--- src/rtl/fft_pkg.sv ---
// Shared types for the in-place radix-2 DIF FFT control and datapath.
// The optional inverse-transform ports are enabled by the FFT_INVERSE_EN macro.
package fft_pkg;

    localparam int LOG2N_DEFAULT = 4;

    typedef enum logic [1:0] {
        ST_IDLE  = 2'd0,
        ST_RUN   = 2'd1,
        ST_DRAIN = 2'd2,
        ST_DONE  = 2'd3
    } fft_state_t;

    // Packed complex sample: real in the upper half, imaginary in the lower half.
    typedef struct packed {
        logic signed [15:0] re;
        logic signed [15:0] im;
    } cplx_t;

    function automatic cplx_t cplx_make(input logic signed [15:0] re,
                                        input logic signed [15:0] im);
        cplx_t c;
        c.re = re;
        c.im = im;
        return c;
    endfunction

endpackage

--- src/rtl/fft_addr_gen.sv ---
// Combinational butterfly addressing for stage s, butterfly j of an in-place
// radix-2 DIF FFT: a/b operand addresses and the twiddle index k<<s.
module fft_addr_gen
    import fft_pkg::*;
#(
    parameter int LOG2N = LOG2N_DEFAULT
) (
    input  logic [$clog2(LOG2N)-1:0] s,
    input  logic [LOG2N-2:0]         j,
    output logic [LOG2N-1:0]         a,
    output logic [LOG2N-1:0]         b,
    output logic [LOG2N-2:0]         tw
);

    localparam int S_W = $clog2(LOG2N);
    localparam logic [S_W-1:0]   S_LAST = S_W'(LOG2N - 1);
    localparam logic [LOG2N-1:0] ONE    = LOG2N'(1);

    logic [S_W-1:0]   sh;
    logic [LOG2N-1:0] span;
    logic [LOG2N-1:0] mask_lo;
    logic [LOG2N-1:0] j_ext;
    logic [LOG2N-1:0] k;
    logic [LOG2N-1:0] hi;

    // span is a power of two, so j/span and j%span reduce to masking; the
    // group index is then doubled by a left shift to skip over the b half.
    always_comb begin
        sh      = S_LAST - s;
        span    = ONE << sh;
        mask_lo = span - ONE;
        j_ext   = {1'b0, j};
        k       = j_ext & mask_lo;
        hi      = (j_ext & ~mask_lo) << 1;
        a       = hi | k;
        b       = a | span;
        tw      = k[LOG2N-2:0] << s;
    end

endmodule

--- src/rtl/fft_stage_sequencer.sv ---
// Stage/butterfly sequencer for an in-place radix-2 DIF FFT over a dual-port RAM.
// Define FFT_INVERSE_EN to add the inverse/tw_conj ports for an unscaled IFFT.
module fft_stage_sequencer
    import fft_pkg::*;
#(
    parameter int LOG2N = LOG2N_DEFAULT
) (
    input  logic             clk,
    input  logic             rst,
    input  logic             start,
`ifdef FFT_INVERSE_EN
    input  logic             inverse,
    output logic             tw_conj,
`endif
    output logic             busy,
    output logic             done,
    output logic             rd_en,
    output logic [LOG2N-1:0] rd_addr_a,
    output logic [LOG2N-1:0] rd_addr_b,
    output logic [LOG2N-2:0] tw_idx,
    output logic             wr_en,
    output logic [LOG2N-1:0] wr_addr_a,
    output logic [LOG2N-1:0] wr_addr_b
);

    localparam int S_W = $clog2(LOG2N);
    localparam int J_W = LOG2N - 1;
    localparam logic [S_W-1:0] S_LAST = S_W'(LOG2N - 1);
    localparam logic [J_W-1:0] J_LAST = '1;

    fft_state_t       state_q, state_d;
    logic [S_W-1:0]   s_q, s_d;
    logic [J_W-1:0]   j_q, j_d;
    logic             busy_q, busy_d;
    logic             done_q, done_d;
    logic             rd_en_q, rd_en_d;
    logic [LOG2N-1:0] rd_addr_a_q, rd_addr_a_d;
    logic [LOG2N-1:0] rd_addr_b_q, rd_addr_b_d;
    logic [J_W-1:0]   tw_idx_q, tw_idx_d;
    logic             wr_en_q, wr_en_d;
    logic [LOG2N-1:0] wr_addr_a_q, wr_addr_a_d;
    logic [LOG2N-1:0] wr_addr_b_q, wr_addr_b_d;
`ifdef FFT_INVERSE_EN
    logic             conj_q, conj_d;
`endif

    logic [LOG2N-1:0] gen_a;
    logic [LOG2N-1:0] gen_b;
    logic [J_W-1:0]   gen_tw;

    // Addresses are generated from the next (s, j) so the read strobe and its
    // addresses leave the flops together in the cycle the butterfly is issued.
    fft_addr_gen #(
        .LOG2N (LOG2N)
    ) u_addr_gen (
        .s  (s_d),
        .j  (j_d),
        .a  (gen_a),
        .b  (gen_b),
        .tw (gen_tw)
    );

    always_comb begin
        state_d = state_q;
        s_d     = s_q;
        j_d     = j_q;
        rd_en_d = 1'b0;
        done_d  = 1'b0;
`ifdef FFT_INVERSE_EN
        conj_d  = conj_q;
`endif
        case (state_q)
            ST_IDLE: begin
                if (start) begin
                    state_d = ST_RUN;
                    s_d     = '0;
                    j_d     = '0;
                    rd_en_d = 1'b1;
`ifdef FFT_INVERSE_EN
                    conj_d  = inverse;
`endif
                end
            end
            ST_RUN: begin
                if (j_q == J_LAST) begin
                    state_d = ST_DRAIN;
                end else begin
                    j_d     = j_q + 1'b1;
                    rd_en_d = 1'b1;
                end
            end
            // No read here: the stage's last write lands before the next
            // stage reads any of the locations it just produced.
            ST_DRAIN: begin
                j_d = '0;
                if (s_q != S_LAST) begin
                    state_d = ST_RUN;
                    s_d     = s_q + 1'b1;
                    rd_en_d = 1'b1;
                end else begin
                    state_d = ST_DONE;
                    s_d     = '0;
                    done_d  = 1'b1;
`ifdef FFT_INVERSE_EN
                    conj_d  = 1'b0;
`endif
                end
            end
            ST_DONE: begin
                state_d = ST_IDLE;
            end
            default: begin
                state_d = ST_IDLE;
                s_d     = '0;
                j_d     = '0;
            end
        endcase
    end

    always_comb begin
        busy_d      = (state_d == ST_RUN) || (state_d == ST_DRAIN);
        rd_addr_a_d = rd_en_d ? gen_a  : '0;
        rd_addr_b_d = rd_en_d ? gen_b  : '0;
        tw_idx_d    = rd_en_d ? gen_tw : '0;
        wr_en_d     = rd_en_q;
        wr_addr_a_d = rd_addr_a_q;
        wr_addr_b_d = rd_addr_b_q;
    end

    always_ff @(posedge clk or posedge rst) begin
        if (rst) begin
            state_q     <= ST_IDLE;
            s_q         <= '0;
            j_q         <= '0;
            busy_q      <= 1'b0;
            done_q      <= 1'b0;
            rd_en_q     <= 1'b0;
            rd_addr_a_q <= '0;
            rd_addr_b_q <= '0;
            tw_idx_q    <= '0;
            wr_en_q     <= 1'b0;
            wr_addr_a_q <= '0;
            wr_addr_b_q <= '0;
`ifdef FFT_INVERSE_EN
            conj_q      <= 1'b0;
`endif
        end else begin
            state_q     <= state_d;
            s_q         <= s_d;
            j_q         <= j_d;
            busy_q      <= busy_d;
            done_q      <= done_d;
            rd_en_q     <= rd_en_d;
            rd_addr_a_q <= rd_addr_a_d;
            rd_addr_b_q <= rd_addr_b_d;
            tw_idx_q    <= tw_idx_d;
            wr_en_q     <= wr_en_d;
            wr_addr_a_q <= wr_addr_a_d;
            wr_addr_b_q <= wr_addr_b_d;
`ifdef FFT_INVERSE_EN
            conj_q      <= conj_d;
`endif
        end
    end

    assign busy      = busy_q;
    assign done      = done_q;
    assign rd_en     = rd_en_q;
    assign rd_addr_a = rd_addr_a_q;
    assign rd_addr_b = rd_addr_b_q;
    assign tw_idx    = tw_idx_q;
    assign wr_en     = wr_en_q;
    assign wr_addr_a = wr_addr_a_q;
    assign wr_addr_b = wr_addr_b_q;
`ifdef FFT_INVERSE_EN
    assign tw_conj   = conj_q;
`endif

endmodule

--- config.mk ---
export PLATFORM = sky130hd
export DESIGN_NAME = fft_stage_sequencer
export DESIGN_NICKNAME = d
export VERILOG_FILES = /design/src/rtl/fft_pkg.sv /design/src/rtl/fft_addr_gen.sv /design/src/rtl/fft_stage_sequencer.sv
export SDC_FILE = /design/constraint.sdc
export NUM_CORES = 1
export LEC_CHECK = 0
export BUFFER_PORTS_ARGS = -buffer_cell sky130_fd_sc_hd__clkbuf_2
export CAP_MARGIN = 20
export CORE_UTILIZATION = 50
export CTS_BUF_LIST = sky130_fd_sc_hd__clkbuf_4 sky130_fd_sc_hd__clkbuf_8 sky130_fd_sc_hd__clkbuf_16
export CTS_CLUSTER_SIZE = 12
export DETAILED_ROUTE_END_ITERATION = 10
export PLACE_DENSITY = 0.71
export REMOVE_ABC_BUFFERS = 1
export SKIP_LAST_GASP = 1
export SLEW_MARGIN = 0
export SYNTH_ARGS = -nofsm -noshare
export SYNTH_HDL_FRONTEND = slang
export SYNTH_SLANG_ARGS = --single-unit
--- constraint.sdc ---
create_clock -name clk -period 2.4 [get_ports clk]
set_input_delay 0.36 -clock clk [delete_from_list [all_inputs] [get_ports clk]]
set_output_delay 0.36 -clock clk [all_outputs]
set_load 0.02 [all_outputs]
# Yosys cells after proc, flatten, opt, wreduce, memory -nomap -nowiden
# Index checks and enable logic that the tools add are counted.
classes:
  bitwise_logic: 5
  muxes: 19
  shift: 2
  eq_ne: 7
  addsub: 4
  n_reduce_logical: 2
op_table:
  columns: ["op", "count"]
  rows:
  - ["$mux 2", 5]
  - ["$mux 3", 3]
  - ["$pmux 3 s3", 1]
  - ["$mux 4", 2]
  - ["$or 4x4->4", 2]
  - ["$pmux 2 s4", 1]
  - ["$eq 2x2->1 const B", 3]
  - ["$mux 1", 5]
  - ["$and 3x4->4", 1]
  - ["$eq 2x1->1 const B", 2]
  - ["$pmux 2 s2", 1]
  - ["$shl 1x2->4 const A", 1]
  - ["$sub 4x1->4 const B", 1]
  - ["$add 3x1->3 const B", 1]
  - ["$and 3x3->3", 1]
  - ["$eq 3x3->1 const B", 1]
  - ["$not 3->3", 1]
  - ["$pmux 1 s3", 1]
  - ["$shl 3x2->3", 1]
  - ["$add 2x1->2 const B", 1]
  - ["$logic_not 2->1", 1]
  - ["$ne 2x2->1 const B", 1]
  - ["$sub 2x2->2 const A", 1]
  - ["$logic_or 1x1->1", 1]
word_totals:
  output_inout_bits: 23
  wordCells: 51
  reg_bits: 30

# Longest topological paths before layout
depth:
  ltp_word: 11
  mapped_depth: 7

# Cells and area by module
# From an unflattened synthesis, not the netlist that was laid out.
hier_totals:
  cells_unflattened: 98
  area_unflattened_um2: 1238.7
modules_own_cells:
  columns: ["module", "area_each_um2", "instances", "seq_area_each_um2", "cells_per_inst"]
  rows:
  - ["fft_stage_sequencer", 1099.8, 1, 750.7, 74]
  - ["fft_addr_gen", 138.9, 1, 0.0, 24]

# Worst setup path before layout
# OpenSTA, ideal clock, no wires.
synth_path:
  path_kind: "reg2reg"
  start: "reg j_q[0]"
  end: "reg tw_idx_q[2] (netlist: tw_idx[2])"
  t_arrival_ns: 1.478
  period_less_slack_ns: 1.574
  setup_time_ns: 0.096
  n_path_buf: 0
  path_stages_with_launch: 7
  slack_ns: 0.826
  cell_sequence: "dfrtp_1 -> ha_1 -> nand2_1 -> a21boi_4 -> o2bb2ai_4 -> nand2_1 -> a311oi_2"
synth_between:
  elab_chain_cells: 6
  word_cells_on_any_way: 10
  cone_classes: "add/sub (1); eq/ne (1); shift (1); mux (6); bitwise (1)"
synth_rtl:
  columns: ["element", "line_no", "source"]
  rows:
  - ["start: declaration", "fft_stage_sequencer.sv:33", "logic [J_W-1:0] j_q, j_d;"]
  - ["start signal: assignment", "fft_stage_sequencer.sv:150", "j_q <= j_d;"]
  - ["$add 3x1->3 or $eq 3x3->1 (tied branches)", "fft_stage_sequencer.sv:88, fft_stage_sequencer.sv:85", null]
  - ["$mux 3 *", "fft_stage_sequencer.sv:85", "if (j_q == J_LAST) begin"]
  - ["$pmux 3 s3 *", "fft_stage_sequencer.sv:72", "case (state_q)"]
  - ["net j_d[1]", "fft_stage_sequencer.sv:33", null]
  - ["$and 3x4->4 *", "fft_addr_gen.sv:33", "k = j_ext & mask_lo;"]
  - ["$shl 3x2->3 *", "fft_addr_gen.sv:37", "tw = k[LOG2N-2:0] << s;"]
  - ["$mux 3 *", "fft_stage_sequencer.sv:124", "tw_idx_d = rd_en_d ? gen_tw : '0;"]
  - ["net tw_idx_d[2]", "fft_stage_sequencer.sv:39", "logic [J_W-1:0] tw_idx_q, tw_idx_d;"]
  - ["end signal: assignment", "fft_stage_sequencer.sv:156", "tw_idx_q <= tw_idx_d;"]
  - ["end: declaration", "fft_stage_sequencer.sv:39", null]
# Mark *: on every way through the listed nets, which the timed path passes. The rest lies on a longest branch.

# Final worst setup path
layout_path:
  start: "reg j_q[0]"
  end: "reg rd_addr_b_q[2] (netlist: rd_addr_b[2])"
layout_between:
  elab_chain_cells: 7
  word_cells_on_any_way: 11
  cone_classes: "add/sub (1); eq/ne (1); mux (5); bitwise (4)"
layout_rtl:
  columns: ["element", "line_no", "source"]
  rows:
  - ["$add 3x1->3 or $eq 3x3->1 (tied branches)", "fft_stage_sequencer.sv:88, fft_stage_sequencer.sv:85", null]
  - ["$mux 3", "fft_stage_sequencer.sv:85", null]
  - ["$pmux 3 s3", "fft_stage_sequencer.sv:72", null]
  - ["$and 3x3->3 or $and 3x4->4 (tied branches)", "fft_addr_gen.sv:34, fft_addr_gen.sv:33", null]
  - ["$or 4x4->4", "fft_addr_gen.sv:35", "a = hi | k;"]
  - ["$or 4x4->4", "fft_addr_gen.sv:36", "b = a | span;"]
  - ["$mux 4 *", "fft_stage_sequencer.sv:123", "rd_addr_b_d = rd_en_d ? gen_b : '0;"]
  - ["net rd_addr_b_d[2]", "fft_stage_sequencer.sv:38", "logic [LOG2N-1:0] rd_addr_b_q, rd_addr_b_d;"]
  - ["end signal: assignment", "fft_stage_sequencer.sv:155", "rd_addr_b_q <= rd_addr_b_d;"]
  - ["end: declaration", "fft_stage_sequencer.sv:38", null]
# Marks and branches as above.

==> results.rst <==
.. list-table::
   :header-rows: 1

   * - Metric
     - Value
   * - Hold WS
     - roughly 0.070 ns
   * - Startpoint of the worst setup timing path
     - j_q[0]
   * - Crit path buf inv count
     - 0
   * - Part of the Yosys area used for sequential elements
     - 61.2%
   * - Aggregate global routing overflow
     - 0
   * - Max-capacitance violation count
     - 0
   * - Port Buf Inserts
     - 25
   * - Total iterations of the first detailed-routing run
     - 4
   * - Sum Neg Setup Slack
     - 0 ns
   * - Dominant register cell in the synthesized netlist
     - sky130_fd_sc_hd__dfrtp_1
   * - Flops & latches, synth
     - 30
   * - Global-route wire length before repair
     - 3530 um
   * - Buffers inserted by post-CTS timing repair
     - 0
   * - Setup skew after layout
     - roughly 0.0078 ns
   * - Source-to-sink clock delay at the later pin of the worst-skew pair
     - 0.32 ns
   * - Busiest grt layer
     - met2
   * - Origin of the critical flop-to-flop path
     - j_q[0]
   * - Half-perimeter wire length after detailed placement
     - 1540 um
   * - Worst hold path type
     - in -> async
   * - Largest fanout on the critical path
     - 10
   * - Residual DRC
     - 0
   * - Post-route non-filler standard cell count
     - roughly 150
   * - Launching element type of the critical path
     - flip-flop
   * - Area share of xor/xnor cells in the synthesized design
     - 0%
   * - Endpoint class of the critical path
     - flip-flop
   * - Worst path top cell family by delay
     - compound AO/OA/AOI/OAI gates
   * - Simple-gate share of the synthesized area
     - approximately a tenth
   * - Worst setup path endpoint
     - rd_addr_b[2]
   * - Per-cell routed wire length
     - roughly 14 um
   * - Critical path's largest stage delay
     - between 0.4 and 0.5 ns
   * - Synth top area share
     - 61.2%
   * - Depth of the most critical reg-to-reg path
     - 6
   * - Post-detailed-placement cell area
     - approximately 1400 um2
   * - Crit-path cells
     - ha_1 > nand2_1 > nand2_1 > o21ai_0 > o21ai_2 > a311oi_1
   * - Standard cell with the maximum stage delay on the critical path
     - sky130_fd_sc_hd__dfrtp_1
   * - Clock Root Buffer
     - sky130_fd_sc_hd__clkbuf_4
   * - CTS clock-pin slew for the worst setup and hold paths
     - about 0.090 ns
   * - Global placement routability congestion
     - between 0.8 and 0.9
   * - TritonCTS clock tree
     - built
   * - Std cell rows
     - 17
   * - Height of the chip
     - roughly 52 um
   * - Number of resized instances in the post-cts repair step
     - 0
   * - Via density
     - roughly 5.4
   * - Post-synthesis instance total
     - ~90
   * - Unrepaired setup endpoints after global routing
     - no
   * - Ratio of cells with drive above 1 in the final layout
     - 42.1%
   * - N_diodes
     - 0
   * - Main combinational cell family by area after synthesis
     - compound AO/OA/AOI/OAI gates
   * - Routed wire length
     - around 2100 um
   * - Cell count after placement
     - approximately 140
   * - Starting density of the core
     - 54.4%
   * - Pin count of the biggest net entering global routing
     - 31
   * - Clock buffer count from CTS
     - 5
   * - Slew at the pin closest to its max-slew limit
     - about 0.55 ns
   * - GR met2 Demand/Resource
     - roughly 30%
   * - CP required
     - approximately 2.6 ns
   * - Post-route ant nets
     - 0
   * - Hold-fix buffers, CTS
     - 0
   * - Category of the critical setup timing path
     - reg -> reg
   * - Count of different cell masters after synthesis
     - 30
   * - Synthesized area per cell
     - between 10 and 15 um2
   * - Horiz. Die Dim
     - between 50 and 60 um
   * - Async S/R FF share, synth
     - 100%
   * - Post-synthesis mux area share
     - less than 1%
   * - Depth of the critical timing path with buffers and inverters included
     - 6
   * - Via count of the first global-routing pass
     - roughly 770
   * - Final Max Slew Viols
     - 0
   * - Global-route track usage on met1
     - between 20% and 30%
   * - Slew HR
     - between 60% and 70%
   * - Max Fclk
     - 536 MHz
   * - Cell accounting for the most synthesized area
     - sky130_fd_sc_hd__dfrtp_1
   * - Largest cells by area after synthesis
     - sky130_fd_sc_hd__dfrtp_1 61%, sky130_fd_sc_hd__o2bb2ai_4 4.5%, sky130_fd_sc_hd__a22oi_4 3.5%
   * - Crit path arrival time
     - 2.05 ns
   * - Total die area
     - 2650 um2
   * - Maximum VDD drop
     - between 700 and 800 uV
   * - Warnings from Yosys
     - 0
   * - Number of H-tree levels
     - 2
   * - Part of the cycle the worst path needs
     - 77.7%
   * - GRT Util Overall
     - between 10% and 20%
   * - Drt first-iter violations
     - 12
   * - Cell area power density
     - between 1500 and 2000 nW/um2
   * - IO Count
     - 26
   * - Number of failing hold endpoints at the final stage
     - 0
   * - Most numerous cell on the critical path
     - sky130_fd_sc_hd__nand2_1
   * - Total setup violations reported at the end of the flow
     - 0
   * - Setup slack of the most critical reg-to-reg path
     - between 0.5 and 0.6 ns
   * - Static leakage
     - 0.715 nW
   * - Synth Area in Compound Gates
     - 22.6%
   * - Adder and majority cell fraction of the synthesized area
     - 2.04%
   * - Vias
     - slightly above 800
   * - Netlist area before placement
     - between 1000 and 1500 um2
   * - Total Nets Final
     - ~130
   * - Number of antenna violations at the first check in global routing
     - 0
   * - Met3 Usage GRT
     - around 6%
   * - Time the final worst path needs with I/O delays and setup
     - about 1.9 ns
   * - Area Growth Syn to Fin
     - 17.0%
   * - Outcome
     - completed
   * - Critical register-to-register path endpoint
     - rd_addr_b[2]
   * - Cell area after layout
     - 1440 um2
   * - Number of enable-type register cells in the synthesized netlist
     - 0
   * - Placeable core area
     - roughly 2300 um2
   * - Worst-case clock buffer depth
     - 2
   * - Total clock sinks
     - 30
worst reg2reg max path, stage by stage (launching register included):
cell and delay [ns]:
sky130_fd_sc_hd__dfrtp_1 0.48, sky130_fd_sc_hd__ha_1 0.28, sky130_fd_sc_hd__nand2_1 0.14, sky130_fd_sc_hd__nand2_1 0.17, sky130_fd_sc_hd__o21ai_0 0.14, sky130_fd_sc_hd__o21ai_2 0.41
sky130_fd_sc_hd__a311oi_1 0.11
metrics by stage:
step	utilization, %	total power [W]	setup slack [ns]
CTS	63.7	0.00222	0.577
detailed placement	60.8	0.00190	0.595
floorplan	-	0.00161	0.824
finish	63.7	0.00220	0.535
global placement	60.8	0.00187	0.706
global route	63.7	0.00235	0.363
registers in the layout (all words and copies together), names as in the netlist:
name       flops
tw_idx         3
state_q        2
rd_en          1
rd_addr_a      4
s_q            2
wr_en          1
busy           1
done           1
rd_addr_b      4
j_q            3
wr_addr_b      4
wr_addr_a      4
area by class of cell:
cell class              instances  area (um2)
multi-input cells              50         427
well taps                      28        35.0
clock buffers                   7        58.8
flip-flops and latches         30         751
inverters                       7        26.3
clock inverters                 1        5.00
fillers                       182         820
repair buffers                 26         133
synthesized netlist by cell type, types with 2 or more instances:
cell type and number:
sky130_fd_sc_hd__nor2_1 11, sky130_fd_sc_hd__ha_1 2, sky130_fd_sc_hd__a21oi_1 3, sky130_fd_sc_hd__inv_2 2, sky130_fd_sc_hd__nor4_1 2, sky130_fd_sc_hd__nand2_1 7
sky130_fd_sc_hd__a22oi_4 2, sky130_fd_sc_hd__buf_6 2, sky130_fd_sc_hd__dfrtp_1 30, sky130_fd_sc_hd__o21ai_0 3, sky130_fd_sc_hd__o2bb2ai_4 2, sky130_fd_sc_hd__inv_1 5
report_power, final:
part	internal [W]	switching, W	leakage (nW)	total [W]
clock network	0.000153	0.000164	0.0387	0.000317
logic	0.000386	0.000636	0.304	0.00102
registers	0.000716	0.000150	0.372	0.000866
how the worst min path moves through the flow:
| stage | to | cells past startpoint |
|---|---|---|
| floorplan | busy | 1 |
| global placement | wr_addr_a[0] | 0 |
| detailed placement | wr_addr_b[1] | 0 |
| CTS | rd_addr_b[2] | 3 |
| global route | wr_addr_b[0] | 3 |
| finish | tw_idx[2] | 3 |
cells in the final DEF, fill, tap and decap left out, types with 2 or more instances in the layout:
cell type	n
sky130_fd_sc_hd__o2bb2ai_4	2
sky130_fd_sc_hd__nand2_1	7
sky130_fd_sc_hd__a21oi_1	3
sky130_fd_sc_hd__inv_1	5
sky130_fd_sc_hd__nor4_1	2
sky130_fd_sc_hd__dfrtp_1	30
sky130_fd_sc_hd__clkbuf_4	6
sky130_fd_sc_hd__o21ai_0	3
sky130_fd_sc_hd__a22oi_4	2
sky130_fd_sc_hd__clkbuf_2	25
sky130_fd_sc_hd__inv_2	2
sky130_fd_sc_hd__ha_1	2
sky130_fd_sc_hd__nor2_1	11
kinds of logic after synthesis:
kind of cell               count (synthesis)
DFF                                       30
and+or+nand+nor                           24
AOI/OAI and AO/OA                         23
buffers and inverters                      9
adders and majority gates                  2
muxes                                      1
routing by layer:
| layer | vias up | wire [um] |
|---|---|---|
| met4 | 0 | 40 |
| met3 | 5 | 103 |
| met1 | 404 | 912 |
| li1 | 374 | - |
| met2 | 27 | 1050 |
| met5 | - | 0 |
No activity file was read; power rests on OpenSTA's default activity.
